--- src/rtl/uart_tx_driver.sv ---
// -----------------------------------------------------------------------------
// uart_tx_driver
//   UART transmitter (fixed 8N1, LSB first) fed by a byte FIFO. Intended to
//   drive a peripheral UART RX pin, either in simulation or as a host-side
//   stimulus source on FPGA. The bit period is CLK_FREQ_HZ / BAUD_RATE clocks.
//
// Ports
//   clk_i    in   1   system clock, rising edge
//   reset_i  in   1   synchronous reset, active-high
//   data_i   in   8   byte to queue
//   valid_i  in   1   data_i valid; written when valid_i && ready_o
//   ready_o  out  1   FIFO can accept a byte (not full)
//   tx_o     out  1   serial line, idle high, driven from a flop
//   busy_o   out  1   high while a frame occupies the line
//   count_o  out  $clog2(FIFO_DEPTH+1)  bytes queued, excluding the frame in flight
// -----------------------------------------------------------------------------
module uart_tx_driver #(
    parameter int CLK_FREQ_HZ = 50_000_000,
    parameter int BAUD_RATE   = 9600,
    parameter int FIFO_DEPTH  = 16
) (
    input  logic                               clk_i,
    input  logic                               reset_i,
    input  logic [7:0]                         data_i,
    input  logic                               valid_i,
    output logic                               ready_o,
    output logic                               tx_o,
    output logic                               busy_o,
    output logic [$clog2(FIFO_DEPTH+1)-1:0]    count_o
);

    localparam int CLKS_PER_BIT = CLK_FREQ_HZ / BAUD_RATE;
    // Guarded widths keep elaboration sane long enough for the checks below to fire.
    localparam int CNT_W = (CLKS_PER_BIT < 2) ? 1 : $clog2(CLKS_PER_BIT);
    localparam int AW    = (FIFO_DEPTH < 2) ? 1 : $clog2(FIFO_DEPTH);
    localparam int CW    = $clog2(FIFO_DEPTH + 1);
    localparam logic [CNT_W-1:0] CNT_LAST = CNT_W'(CLKS_PER_BIT - 1);

    if (CLKS_PER_BIT < 2) begin : g_chk_cpb
        $error("uart_tx_driver: CLK_FREQ_HZ / BAUD_RATE must be at least 2");
    end
    if ((FIFO_DEPTH < 2) || ((FIFO_DEPTH & (FIFO_DEPTH - 1)) != 0)) begin : g_chk_depth
        $error("uart_tx_driver: FIFO_DEPTH must be a power of two and >= 2");
    end

    typedef enum logic [1:0] {
        ST_IDLE,
        ST_START,
        ST_DATA,
        ST_STOP
    } state_t;

    state_t            state_q, state_d;
    logic [CNT_W-1:0]  baud_cnt_q, baud_cnt_d;
    logic [2:0]        bit_idx_q, bit_idx_d;
    logic [7:0]        shift_q, shift_d;
    logic              tx_q, tx_d;
    logic              busy_q, busy_d;
    logic [AW:0]       wr_ptr_q, wr_ptr_d;
    logic [AW:0]       rd_ptr_q, rd_ptr_d;
    logic [CW-1:0]     count_q, count_d;
    logic [7:0]        mem [FIFO_DEPTH];

    logic empty, full, push, pop, baud_last;

    always_comb begin
        // Pointers carry an extra wrap bit: equal means empty, equal index with
        // differing wrap bit means full.
        empty     = (wr_ptr_q == rd_ptr_q);
        full      = (wr_ptr_q[AW] != rd_ptr_q[AW]) &&
                    (wr_ptr_q[AW-1:0] == rd_ptr_q[AW-1:0]);
        push      = valid_i && !full;
        baud_last = (baud_cnt_q == CNT_LAST);

        state_d    = state_q;
        baud_cnt_d = baud_last ? '0 : baud_cnt_q + CNT_W'(1);
        bit_idx_d  = bit_idx_q;
        shift_d    = shift_q;
        busy_d     = busy_q;
        pop        = 1'b0;

        case (state_q)
            ST_IDLE: begin
                baud_cnt_d = '0;
                if (!empty) begin
                    pop       = 1'b1;
                    state_d   = ST_START;
                    busy_d    = 1'b1;
                    bit_idx_d = 3'd0;
                end
            end
            ST_START: begin
                if (baud_last) begin
                    state_d   = ST_DATA;
                    bit_idx_d = 3'd0;
                end
            end
            ST_DATA: begin
                if (baud_last) begin
                    shift_d   = {1'b0, shift_q[7:1]};
                    bit_idx_d = bit_idx_q + 3'd1;
                    if (bit_idx_q == 3'd7) begin
                        state_d = ST_STOP;
                    end
                end
            end
            ST_STOP: begin
                if (baud_last) begin
                    // Chaining straight into START keeps back-to-back frames gapless.
                    if (!empty) begin
                        pop     = 1'b1;
                        state_d = ST_START;
                    end else begin
                        state_d = ST_IDLE;
                        busy_d  = 1'b0;
                    end
                end
            end
            default: begin
                state_d = ST_IDLE;
                busy_d  = 1'b0;
            end
        endcase

        if (pop) begin
            shift_d = mem[rd_ptr_q[AW-1:0]];
        end

        // The line follows the registered state one clock later, so every bit
        // period is exactly CLKS_PER_BIT cycles long and tx_o is a plain flop.
        case (state_q)
            ST_START: tx_d = 1'b0;
            ST_DATA:  tx_d = shift_q[0];
            default:  tx_d = 1'b1;
        endcase

        wr_ptr_d = wr_ptr_q + {{AW{1'b0}}, push};
        rd_ptr_d = rd_ptr_q + {{AW{1'b0}}, pop};

        count_d = count_q;
        if (push && !pop) begin
            count_d = count_q + CW'(1);
        end else if (pop && !push) begin
            count_d = count_q - CW'(1);
        end
    end

    // Control state: reset applies here only.
    always_ff @(posedge clk_i) begin
        if (reset_i) begin
            state_q    <= ST_IDLE;
            baud_cnt_q <= '0;
            bit_idx_q  <= 3'd0;
            tx_q       <= 1'b1;
            busy_q     <= 1'b0;
            wr_ptr_q   <= '0;
            rd_ptr_q   <= '0;
            count_q    <= '0;
        end else begin
            state_q    <= state_d;
            baud_cnt_q <= baud_cnt_d;
            bit_idx_q  <= bit_idx_d;
            tx_q       <= tx_d;
            busy_q     <= busy_d;
            wr_ptr_q   <= wr_ptr_d;
            rd_ptr_q   <= rd_ptr_d;
            count_q    <= count_d;
        end
    end

    // Datapath storage: contents are don't-care until referenced by the pointers.
    always_ff @(posedge clk_i) begin
        shift_q <= shift_d;
        if (push && !reset_i) begin
            mem[wr_ptr_q[AW-1:0]] <= data_i;
        end
    end

    assign ready_o = !full;
    assign tx_o    = tx_q;
    assign busy_o  = busy_q;
    assign count_o = count_q;

endmodule

--- config.mk ---
export PLATFORM = sky130hd
export DESIGN_NAME = uart_tx_driver
export DESIGN_NICKNAME = d
export VERILOG_FILES = /design/src/rtl/uart_tx_driver.sv
export SDC_FILE = /design/constraint.sdc
export NUM_CORES = 1
export LEC_CHECK = 0
export CAP_MARGIN = 20
export CORE_MARGIN = 1
export CORE_UTILIZATION = 25
export CTS_CLUSTER_DIAMETER = 200
export DETAILED_ROUTE_END_ITERATION = 8
export PLACE_DENSITY_LB_ADDON = 0.1
export SYNTH_ARGS = -nofsm -noshare
export SYNTH_HDL_FRONTEND = slang
export SYNTH_SLANG_ARGS = --single-unit
--- constraint.sdc ---
create_clock -name clk_i -period 3.1 [get_ports clk_i]
set_clock_uncertainty 0.05 [all_clocks]
set_input_delay 0.93 -clock clk_i [delete_from_list [all_inputs] [get_ports clk_i]]
set_output_delay 0.93 -clock clk_i [all_outputs]
set_load 0.05 [all_outputs]
Word level (Yosys, flattened, before mapping)
Memory sizes are Yosys's and may differ from the RTL's. A register that Yosys moved wholly into a read port is not among the register bits.
Index checks and enable logic that the tools add are counted.
{"block": "op_classes", "n_addsub": 6, "reduce_logical": 20, "n_mux": 27, "eq_ne": 14}
{"operator": "two-way mux 8 bit", "count": 3}
{"operator": "adder 13 x 1 -> 13 bit, second input constant", "count": 1}
{"operator": "== test 13 bit, second input constant", "count": 1}
{"operator": "!= test 2 bit, second input constant", "count": 6}
{"operator": "adder 5 x 1 -> 5 bit", "count": 2}
{"operator": "two-way mux 2 bit", "count": 5}
{"operator": "two-way mux 5 bit", "count": 2}
{"operator": "two-way mux 3 bit", "count": 3}
{"operator": "one-hot mux 3 bit (3 select lines)", "count": 1}
{"operator": "two-way mux 1 bit", "count": 8}
{"operator": "one-hot mux 2 bit (4 select lines)", "count": 1}
{"operator": "AND reduction 4 bit", "count": 2}
{"operator": "nonzero test 2 bit", "count": 4}
{"operator": "one-hot mux 1 bit (2 select lines)", "count": 3}
{"operator": "adder 5 x 1 -> 5 bit, second input constant", "count": 1}
{"operator": "== test 5 bit", "count": 1}
{"operator": "logical AND 1 bit", "count": 5}
{"operator": "AND reduction 5 bit", "count": 1}
{"operator": "subtractor 5 x 1 -> 5 bit, second input constant", "count": 1}
{"operator": "== test 2 bit, second input constant", "count": 2}
{"operator": "== test 4 bit", "count": 1}
{"operator": "zero test 1 bit", "count": 4}
{"operator": "two-way mux 4 bit", "count": 1}
{"operator": "adder 3 x 1 -> 3 bit, second input constant", "count": 1}
{"operator": "7 further kinds", "count": 7}
{"block": "totals", "memories": 1, "ff_bits": 43, "ram_bits": 128, "output_inout_bits": 8, "wordCells": 77, "in_bits": 11}
{"name": "mem", "words": 16, "word_bits": 8, "rd": 1, "rd_ports_with_merged_regs": 1, "write_ports": 1, "line": "62", "text": "logic [7:0] mem [FIFO_DEPTH];"}

Longest topological paths before layout
{"block": "depth", "word_depth": 8, "ltp_mapped": 15, "ltp_nobuf": 14}

Worst setup path before layout
No wires, ideal clock.
{"block": "synth_timing", "path_kind": "register -> register", "startpoint": "register rd_ptr_q[1]", "endpoint": "register count_q[4], in the netlist count_o[4]", "path_buffers": 2, "path_slack_ps": -370, "stages_incl_launch_ff": 16, "arrival_ps": 3350, "cell_sequence": "dfxtp_1 > buf_2 > xor2_1 > nor4_4 > nand2b_1 > nand2_1 > buf_2 > inv_1 > ha_1 > inv_1 > ha_1 > a21o_1 > a21oi_1 > xnor2_1 > or3_1 > a21oi_1"}
{"block": "synth_between", "elab_chain_cells": 7, "elab_cells_between_ends": 14, "classes_between": "eq/ne: 2; mux: 4; reduce/logical: 8"}
{"element": "start, declared", "line": "60", "text": "logic [AW:0] rd_ptr_q, rd_ptr_d;"}
{"element": "start signal, assigned", "line": "166", "text": "rd_ptr_q <= rd_ptr_d;"}
{"element": "== test 4 bit (*)", "line": "71", "text": "(wr_ptr_q[AW-1:0] == rd_ptr_q[AW-1:0]);"}
{"element": "logical AND 1 bit (*)", "line": "70", "text": "full = (wr_ptr_q[AW] != rd_ptr_q[AW]) &&"}
{"element": "zero test 1 bit (*)"}
{"element": "via ready_o", "line": "26", "text": "output logic ready_o,"}
{"element": "logical AND 1 bit (*)", "line": "72", "text": "push = valid_i && !full;"}
{"element": "zero test 1 bit", "line": "143", "text": "end else if (pop && !push) begin"}
{"element": "logical AND 1 bit", "line": "143"}
{"element": "nonzero test 2 bit (no source line)"}
{"element": "end signal, assigned", "line": "167", "text": "count_q <= count_d;"}
{"element": "end, declared", "line": "61", "text": "logic [CW-1:0] count_q, count_d;"}
Mark *: on every way through the listed nets, which the timed path passes. The rest lies on a longest branch.
A chain may end at the register's enable or synchronous reset.

Worst setup path in the final report
{"block": "layout_timing", "startpoint": "input port valid_i", "endpoint": "register count_q[4], in the netlist count_o[4]"}
{"block": "layout_between", "elab_chain_cells": 4, "elab_cells_between_ends": 6, "classes_between": "mux: 1; reduce/logical: 5"}
{"element": "start, declared", "line": "25", "text": "input logic valid_i,"}
{"element": "logical AND 1 bit (*)", "line": "72"}
{"element": "zero test 1 bit", "line": "143"}
{"element": "logical AND 1 bit", "line": "143"}
{"element": "nonzero test 2 bit (no source line)"}
Every way passes the cells marked *; elsewhere a longest branch is shown, timed or not.

==> metrics <==
Final #Nets 528; Die H 172 um; Pre-Repair DR Iteration Count 4; EDFF count, synth 136; Crit path largest cell delay 0.55 ns; critical path fanouts, max 3; Core Area 28200 um2; hold path startpoint bit_idx_q[2]; top-count cell post-synth edfxtp_1; share of cells above drive strength 1 26.8%; remaining global-route overflow 0; hold crit path type reg -> reg; Async SR Flop Fraction 0%; WP data required 3.42 ns; Syn Std Cell Area 7240 um2; Pleak 2.96 nW; initial antenna violation count 0; routability congestion estimate 0.726; GR Util met3 2.82%; number of fill cells 2777; Hold Crit Depth 2; reg2reg path depth 14; sequential share of the synthesized area 66.1%; Final setup viols 0; drt total wl 17000 um; final antenna-violating net count 0; critical path class in -> reg; DPL Wire Length 10500 um; Die ar. 29600 um2; Post-Synthesis Net Count 466; ys flop type edfxtp_1; post-route DRC violation count 0; CTS Hold Bufs 0; status finished, final reports clean; delay-heaviest family, CP buffers and inverters; met2 usage 20.3%; Max-Cap Viols 0; Final period util 93.1%; most frequent cells after synthesis edfxtp_1, dfxtp_1, nor2_1; P per Cell Area 734 nW/um2; GR Layer Usage met1 16.4%; Worst EP arrival 3.20 ns; Max Clock Freq 347 MHz; Synth area leader edfxtp_1; Hold Path Sink bit_idx_q[2]; Synth cell types 47; largest net degree at the start of global routing 35; WP buf/inv 4; Starting Density 25.7%; worst path cell trace clkdlybuf4s50_1 -> nand2_4 -> inv_1 -> ha_2 -> inv_2 -> buf_4 -> fa_1 -> a21o_1 -> a21oi_2 -> xnor2_1 -> or3_1 -> a21oi_1; FF+latch count, synth 171; die width 172 um; vias 3875; RSZ-0062 raised after global routing no; Root Buffer clkbuf_16; Clock Latency Late Sink 0.43 ns; drt initial violations 273; syn avg cell area 16.5 um2; IO Pins 19; post-synthesis cell count 439; main area contributors after synthesis edfxtp_1, dfxtp_1, mux4_2; Final Critical Period 2.89 ns; clk buf depth 2; Worst path slowest cell clkdlybuf4s50_1; H-tree depth 4; Worst-path clk slew 0.08 ns; CTS Buf Count 17; first-pass GRT wire length 25600 um; final core occ 31.3%; drt wl/cell 19.0 um; Slew HR 52.4%; Vias per Instance 4.34; Total GRT Usage 12.4%; reg2reg end count_o[4]; final hold vios 0; post-placement cell count 857; num rows 61; peak supply drop 0.320 mV; antenna cells 0; busiest grt layer met2; Sink Count 171; top-area cell type share of the netlist area 56.4%; Crit Reg-Reg Startpoint baud_cnt_q[1]; port buffer count 18; Post-Layout Cell Count 892; Area Overhead vs Synth 21.8%; CTS tree yes; CP endpoint kind flip-flop; flop-to-flop setup slack 0.23 ns; Ys Warns 0; startpoint types input pin; vias in the first global route 4054; final number of max-transition violations 0; slew of the pin with the lowest slew margin 0.711 ns
## layer usage
metal  part of all wire, %  vias up
li1                      -     1833
met5                     0        -
met1                    48     1979
met4                  0.81        0
met3                   3.1        8
met2                    49       55
## per-stage QoR
stage	area, um2	setup slack [ns]	TNS (ns)	hold WS, ns	power [W]
4_1_cts	8780	0.0387	0	0.438	0.00654
3_5_place_dp	8180	-0.159	-0.159	0.424	0.00431
2_1_floorplan	7260	0.0270	0	0.380	0.00389
6_report	8820	0.214	0	0.431	0.00647
3_3_place_gp	8180	-0.124	-0.124	0.411	0.00429
5_1_grt	8820	0.00809	0	0.457	0.00682
## kinds of logic after synthesis
| group | after synthesis | share of synthesized area (%) |
|---|---|---|
| DFF | 171 | 66.1 |
| and+or+nand+nor | 105 | 7.98 |
| muxes | 51 | 13.8 |
| AOI/OAI and AO/OA | 38 | 3.49 |
| buffers and inverters | 32 | 2.66 |
| xor gates and xnor gates | 26 | 3.15 |
| adders and majority gates | 16 | 2.87 |
## flip-flops by register name (all words and copies together), names as in the netlist
register    flops
count_o         5
tx_o            1
state_q         2
busy_o          1
mem           128
wr_ptr_q        5
bit_idx_q       3
baud_cnt_q     13
shift_q         8
rd_ptr_q        5
## cell type report
cell class,instances,area (um2),area share [%]
Timing Repair Buffer,66,551,6.24
Clock inverter,15,181,2.06
Tap cell,378,473,5.36
Inverter,9,33.8,0.383
Multi-Input combinational cell,236,2370,26.8
Clock buffer,17,425,4.82
Sequential cell,171,4790,54.3
## placed cells by master (no fill, tap or decap), types with 2 or more instances in the layout
master | synthesis | routed
inv_1 | 9 | 8
nand3_1 | 12 | 12
and4bb_1 | 2 | 2
or3_1 | 3 | 3
nand2_1 | 12 | 11
o21ai_0 | 3 | 3
buf_4 | 2 | 48
or2_2 | 2 | 2
nor2b_1 | 10 | 10
mux4_1 | 14 | 14
mux4_2 | 18 | 18
ha_1 | 15 | 13
nor4_2 | 0 | 12
bufinv_16 | 0 | 2
ha_2 | 0 | 2
mux2_4 | 6 | 6
xor2_1 | 16 | 16
nor3_1 | 5 | 5
mux2i_1 | 11 | 11
inv_6 | 0 | 5
nand4_1 | 2 | 2
clkdlybuf4s50_1 | 0 | 17
clkinvlp_4 | 0 | 2
edfxtp_1 | 136 | 136
nand2b_1 | 8 | 7
xnor2_1 | 10 | 10
a211oi_1 | 10 | 10
clkbuf_16 | 0 | 17
mux2_2 | 2 | 2
dfxtp_2 | 0 | 5
nor2_1 | 29 | 29
dfxtp_1 | 35 | 30
clkinv_8 | 0 | 2
a21o_1 | 3 | 3
a21oi_1 | 16 | 15
## worst max-delay path by stage
stage,start,end,depth (start not counted)
2_1_floorplan,wr_ptr_q[2],count_o[4],15
3_3_place_gp,valid_i,count_o[4],11
4_1_cts,baud_cnt_q[1],count_o[4],14
6_report,valid_i,count_o[4],12
5_1_grt,baud_cnt_q[1],count_o[4],14
3_5_place_dp,valid_i,count_o[4],11
## worst reg2reg max path: cells and delay by family, from the launching register on
kind | cells | cell delay (ns)
AO/OA/AOI/OAI | 4 | 0.80
AND/OR/NAND/NOR | 4 | 0.78
adder cells (fa/ha/maj) | 3 | 0.61
flip-flops | 1 | 0.34
buffers and inverters | 2 | 0.17
XOR/XNOR | 1 | 0.08
## report_power, final
| part | leakage, nW | internal, W | switching, W |
|---|---|---|---|
| sequential | 1.51 | 0.00265 | 0.0000744 |
| combinational | 1.15 | 0.000735 | 0.000813 |
| clock | 0.289 | 0.00122 | 0.000976 |
| total | 2.96 | 0.00461 | 0.00186 |
## repair_timing
action	CTS	global route
hold endpoints to repair	0	0
setup endpoints to repair	0	1
gates resized for setup	0	6
buffers inserted	0	3
Note: power is estimated with default switching activity, not from simulation.
